### config.mk
export PLATFORM = sky130hd
export DESIGN_NAME = alien_rocket
export DESIGN_NICKNAME = d
export VERILOG_FILES = /design/src/rtl/alien_rocket.sv
export SDC_FILE = /design/constraint.sdc
export NUM_CORES = 1
export LEC_CHECK = 0
export ABC_CLOCK_PERIOD_IN_PS = 5500
export BUFFER_PORTS_ARGS = -buffer_cell sky130_fd_sc_hd__clkbuf_2
export CAP_MARGIN = 15
export CELL_PAD_IN_SITES_DETAIL_PLACEMENT = 1
export CELL_PAD_IN_SITES_GLOBAL_PLACEMENT = 2
export CORE_ASPECT_RATIO = 0.6
export CORE_UTILIZATION = 33
export DETAILED_ROUTE_END_ITERATION = 10
export GPL_TIMING_DRIVEN = 0
export PLACE_DENSITY_LB_ADDON = 0.1
export SKIP_CTS_REPAIR_TIMING = 1
export SLEW_MARGIN = 20
export SYNTH_ARGS = -nofsm -noshare
export SYNTH_HDL_FRONTEND = slang
export SYNTH_SLANG_ARGS = --single-unit
### constraint.sdc
create_clock -name clk -period 5.5 [get_ports clk]
set_clock_uncertainty 0.15 [all_clocks]
set_input_delay 1.1 -clock clk [delete_from_list [all_inputs] [get_ports clk]]
set_output_delay 1.1 -clock clk [all_outputs]
set_load 0.02 [all_outputs]
### src/rtl/alien_rocket.sv
// Alien rocket launcher: picks a live column, drops one rocket per cooldown, retires on bottom or ship hit.
// Build option: define ALIEN_ROCKET_AIMED_EN to aim at the ship column instead of choosing randomly.
module alien_rocket #(
    parameter int unsigned COL_PITCH   = 40,
    parameter int unsigned ROCKET_STEP = 3,
    parameter int unsigned COOLDOWN    = 60,
    parameter int unsigned BOTTOM      = 479,
    parameter logic [7:0]  LFSR_SEED   = 8'hA5
) (
    input  logic       clk,
    input  logic       reset,
    input  logic       playing,
    input  logic       tick,
    input  logic [9:0] alienX,
    input  logic [8:0] alienY,
    input  logic [7:0] alive_mask,
    input  logic [9:0] shipX,
    input  logic       shiphit,
    output logic       alienrocket1,
    output logic [9:0] alienrocket1X,
    output logic [8:0] alienrocket1Y,
    output logic       fired
);
    localparam int unsigned XW  = 10;
    localparam int unsigned YW  = 9;
    localparam int unsigned YW1 = YW + 1;
    localparam int unsigned SW  = 11;
    localparam int unsigned CW  = (COOLDOWN < 2) ? 1 : $clog2(COOLDOWN + 1);

    localparam logic [1:0] ST_COOLDOWN = 2'd0;
    localparam logic [1:0] ST_SELECT   = 2'd1;
    localparam logic [1:0] ST_FLYING   = 2'd2;

    localparam logic [7:0]    LFSR_TAPS = 8'hB8;
    localparam logic [SW-1:0] X_MAX     = SW'(639);
    localparam logic [YW-1:0] Y_BOTTOM  = YW'(BOTTOM);
    localparam logic [YW1-1:0] Y_BOTTOM_W = YW1'(BOTTOM);
    localparam logic [YW-1:0] Y_STEP    = YW'(ROCKET_STEP);
    localparam logic [YW-1:0] Y_RETIRE  = YW'(BOTTOM - ROCKET_STEP);
    localparam logic [CW-1:0] CNT_LOAD  = CW'(COOLDOWN);

    logic [1:0]    state, state_d;
    logic [CW-1:0] cnt, cnt_d, cnt_dec;
    logic [7:0]    lfsr, lfsr_d;
    logic          rocket_d, fired_d;
    logic [XW-1:0] x_d;
    logic [YW-1:0] y_d;

    logic [SW-1:0]  centre [8];
    logic [2:0]     col;
    logic [SW-1:0]  centre_sel;
    logic [XW-1:0]  launch_x;
    logic [YW1-1:0] ysum;
    logic [YW-1:0]  launch_y;

    // Column centres at full sum width, before clamping
    always_comb begin
        for (int i = 0; i < 8; i++) begin
            centre[i] = SW'(alienX) + SW'(i * COL_PITCH) + SW'(COL_PITCH / 2);
        end
    end

`ifdef ALIEN_ROCKET_AIMED_EN
    // Nearest live column to the ship; strict compare keeps the lower index on ties
    logic [SW-1:0] best_dist;
    logic [SW-1:0] dist;
    always_comb begin
        col       = 3'd0;
        best_dist = '1;
        dist      = '0;
        for (int i = 0; i < 8; i++) begin
            dist = (centre[i] >= SW'(shipX)) ? centre[i] - SW'(shipX) : SW'(shipX) - centre[i];
            if (alive_mask[i] && (dist < best_dist)) begin
                best_dist = dist;
                col       = 3'(i);
            end
        end
    end
`else
    // First live column at or above the random candidate, wrapping 7 -> 0
    logic       found;
    logic [2:0] idx;
    logic       ship_unused;
    assign ship_unused = ^shipX;
    always_comb begin
        col   = 3'd0;
        found = 1'b0;
        idx   = 3'd0;
        for (int k = 0; k < 8; k++) begin
            idx = lfsr[2:0] + 3'(k);
            if (!found && alive_mask[idx]) begin
                col   = idx;
                found = 1'b1;
            end
        end
    end
`endif

    always_comb begin
        centre_sel = centre[col];
        launch_x   = (centre_sel > X_MAX) ? XW'(X_MAX) : XW'(centre_sel);
        ysum       = {1'b0, alienY} + YW1'(1);
        launch_y   = (ysum >= Y_BOTTOM_W) ? Y_BOTTOM : YW'(ysum);
    end

    // Next-state and next-output logic
    always_comb begin
        state_d  = state;
        cnt_d    = cnt;
        rocket_d = alienrocket1;
        x_d      = alienrocket1X;
        y_d      = alienrocket1Y;
        fired_d  = 1'b0;
        lfsr_d   = {1'b0, lfsr[7:1]} ^ (lfsr[0] ? LFSR_TAPS : 8'h00);
        cnt_dec  = (tick && (cnt != '0)) ? cnt - CW'(1) : cnt;
        case (state)
            ST_COOLDOWN: begin
                cnt_d = cnt_dec;
                if (cnt_dec == '0) begin
                    state_d = ST_SELECT;
                end
            end
            ST_SELECT: begin
                if (alive_mask != 8'h00) begin
                    x_d      = launch_x;
                    y_d      = launch_y;
                    rocket_d = 1'b1;
                    fired_d  = 1'b1;
                    state_d  = ST_FLYING;
                end
            end
            ST_FLYING: begin
                if (shiphit || (tick && (alienrocket1Y >= Y_RETIRE))) begin
                    rocket_d = 1'b0;
                    cnt_d    = CNT_LOAD;
                    state_d  = ST_COOLDOWN;
                end else if (tick) begin
                    y_d = alienrocket1Y + Y_STEP;
                end
            end
            default: begin
                state_d = ST_COOLDOWN;
                cnt_d   = CNT_LOAD;
            end
        endcase
    end

    // LFSR only reloads on reset; it keeps running while not playing
    always_ff @(posedge clk) begin
        if (reset) begin
            lfsr <= LFSR_SEED;
        end else begin
            lfsr <= lfsr_d;
        end
    end

    always_ff @(posedge clk) begin
        if (reset || !playing) begin
            state         <= ST_COOLDOWN;
            cnt           <= CNT_LOAD;
            alienrocket1  <= 1'b0;
            alienrocket1X <= '0;
            alienrocket1Y <= '0;
            fired         <= 1'b0;
        end else begin
            state         <= state_d;
            cnt           <= cnt_d;
            alienrocket1  <= rocket_d;
            alienrocket1X <= x_d;
            alienrocket1Y <= y_d;
            fired         <= fired_d;
        end
    end
endmodule
==> results.cfg <==
[finish]
areaGrowthSynthToFinish_pct = 17.5
drive_gt1_share_pct = 20.6
layout.nets = 594
final_area_sq_um = 4340
diodes = 0

[global_routing]
grt_remaining_overflow = 0
antenna_found_initial = 0
grt_pass1_vias = 3785
grt_max_degree = 13
grt_pass1_wl_microns = 20300
grt_use_total_pct = 21.6

[setup_path]
critPathLaunchType = flop
cpPeakStageDelay_ns = 0.58
r2r_slack_ns = 0.39
cp_common_cell = buf_6
critPathBufInv = 5
critical_path_class = reg2reg
cp.arrival_ns = 5.17
critPathTopFamily = simple AND/OR/NAND/NOR gates
r2r_start = lfsr[0]
reg2reg_to = alienrocket1X[0]
crit_fanout = 10
endpoint_kind = flop
crit_path_top_delay_cell = mux4_2
rr_worst_depth = 17
required_ns = 5.56
worstPathCellList = buf_6, buf_6, clkbuf_2, inv_1, ha_1, xor2_1, mux4_2, o21ai_0, or4b_1, a22oi_2, buf_6, a21oi_2, or4b_4, and3_4, nor4_4, o211ai_2, a31oi_1

[outcome]
violations = design-rule violations
status = complete, but fails checks

[worst_hold_path]
whs_path_depth = 1
worstHoldStart = lfsr[3]
min_to = lfsr[2]
min_path_type = reg2reg

[die]
row_count = 29
initial_core_util_pct = 34.4
core-area_sq_um = 10700
dieArea_sq_um = 11600
die_h_microns = 84.0
ios = 63
fp.dieW_microns = 139

[power]
power_density_nw_per_um2 = 254
p_leak_nw = 1.73
ir_drop_mv = 0.0950
total_power_mw = 1.10

[clock_tree]
clk_pin_slew_ns = 0.06
cts_tree = built
cts_made_buffers = 5
insertion_delay_ns = 0.29
clkSinkCount = 37
htree_num_levels = 2
cts_root_buf = clkbuf_16
cts_buffer_depth = 2

[sta]
period_share_pct = 92.9
max-slew-margin-rel_pct = 46.9
finalSetupTns_ns = 0
hold_viol_final = 0
rsz0062_at_grt = no
drv_slew = 0
tightest_slew_ns = 0.774
clock.fmax_mhz = 196
min_period_ns = 5.11
finalSetupViolations = 0

[logic_synthesis]
synth-main-ff-cell = dfxtp_1
synthesis.nets = 536
synthCells = 481
avgSynthCellArea_sq_um = 7.68
async_reset_ff_share_pct = 0
ys_types = 68
synth_warnings = 0
synth-seq-area-share_pct = 20.1
netlist_area_sq_um = 3690
synth_edf_count = 0
ys_seq_elements = 37

[detailed_routing]
ant_nets = 0
drc = 3
avgViaCountPerCell = 5.79
avgRoutedWirePerCell_microns = 18.0
first_pass_iters = 8
drt_iter0_drc = 235
wirelength_microns = 12200
num_vias = 3933

[placed_design]
placed_cell_area_sq_um = 4120
hpwl_microns = 9490
numPortBuffers = 51
gp_congestion = 0.874

[job]
max_cap_viol_count = 0
metrics by stage:
stage               instances  utilization [%]  hold WS, ns  setup WS, ns
global placement          671             38.4        0.250       -0.0666
finish                    679             40.4        0.268         0.388
floorplan                 481                -        0.239         0.693
global route              679             40.4        0.302       0.00257
CTS                       679             40.2        0.270        -0.261
detailed placement        671             38.4        0.253        -0.273
power by group:
part	switching (mW)	internal [mW]
sequential	0.00389	0.275
combinational	0.270	0.181
clock	0.115	0.259
total	0.389	0.715
cell usage in the layout (no fill, tap or decap), types with 6 or more instances in the layout:
| master | instances |
|---|---|
| a211oi_1 | 8 |
| nand2_1 | 55 |
| mux4_2 | 13 |
| xnor2_1 | 11 |
| nor3_1 | 12 |
| inv_1 | 22 |
| a31oi_1 | 15 |
| clkbuf_1 | 14 |
| ha_1 | 13 |
| nand3_1 | 18 |
| nor4_1 | 7 |
| mux2i_1 | 16 |
| dfxtp_1 | 37 |
| xor2_1 | 10 |
| or3_1 | 8 |
| a21oi_1 | 34 |
| mux2_2 | 8 |
| clkbuf_2 | 54 |
| nand2b_1 | 6 |
| nor2_1 | 32 |
| o21ai_0 | 38 |
state kept, by name, indices dropped and copies added, names as in the netlist:
signal and flops:
alienrocket1Y 9, lfsr 8, alienrocket1 1, state 2, alienrocket1X 10, fired 1, cnt 6
routing by layer:
| metal | up-vias | track usage (%) | wire [microns] |
|---|---|---|---|
| met3 | 5 | 3.61 | 495 |
| met4 | 0 | 2.55 | 34 |
| met5 | - | 0 | 0 |
| met2 | 63 | 31.1 | 4970 |
| met1 | 1948 | 33.7 | 6690 |
| li1 | 1917 | - | - |
layout make-up:
class                      instances  area (sq um)
buffer                            29           141
sequential                        37           741
inverter                          24          93.8
fill                            1366          6400
clock inverter                     3          65.1
clock buffer                       5           125
tap                              139           174
timing repair buffer              51           255
multi-input combinational        391          2750
kinds of logic (layout without fill, tap and decap cells):
logic type      Yosys count  after routing  share of synthesized area, %
compound gates          152            152                          26.9
xor+xnor                 22             22                          5.22
fa+ha+maj                13             13                          4.40
buf+inv                  53            112                          6.16
flops                    37             37                          20.1
mux                      37             37                          14.7
simple gates            167            167                          22.6
Yosys cell counts, drive strengths merged (5+ instances only):
cell type   n  share of area (%)
nand3      18                2.4
inv        23                2.3
nor4        8                1.8
xnor2      12                2.8
nor2       32                3.3
mux2i      16                4.3
o211ai      5                1.2
clkbuf     17                1.7
a31oi      15                2.5
nor3       12                1.6
a211oi      9                1.8
nand4       5               0.85
nand2      55                5.6
or3         8                1.4
a21oi      35                4.8
ha         13                4.4
mux2        8                2.4
nor2b       5               0.85
mux4       13                7.9
or4         5                1.0
o21ai      42                5.7
buf        12                2.0
xor2       10                2.4
nand2b      6                1.0
dfxtp      37                 20
worst max-delay path by stage:
stage	startpoint	to	slack [ns]	cells past startpoint
finish	lfsr[0]	alienrocket1X[0]	0.39	17
global route	lfsr[0]	alienrocket1X[0]	0.003	18
CTS	lfsr[0]	alienrocket1X[0]	-0.26	17
detailed placement	lfsr[0]	alienrocket1X[0]	-0.27	17
global placement	lfsr[0]	alienrocket1X[1]	-0.07	18
floorplan	lfsr[0]	alienrocket1X[0]	0.69	18
No activity file was read; power rests on OpenSTA's default activity.
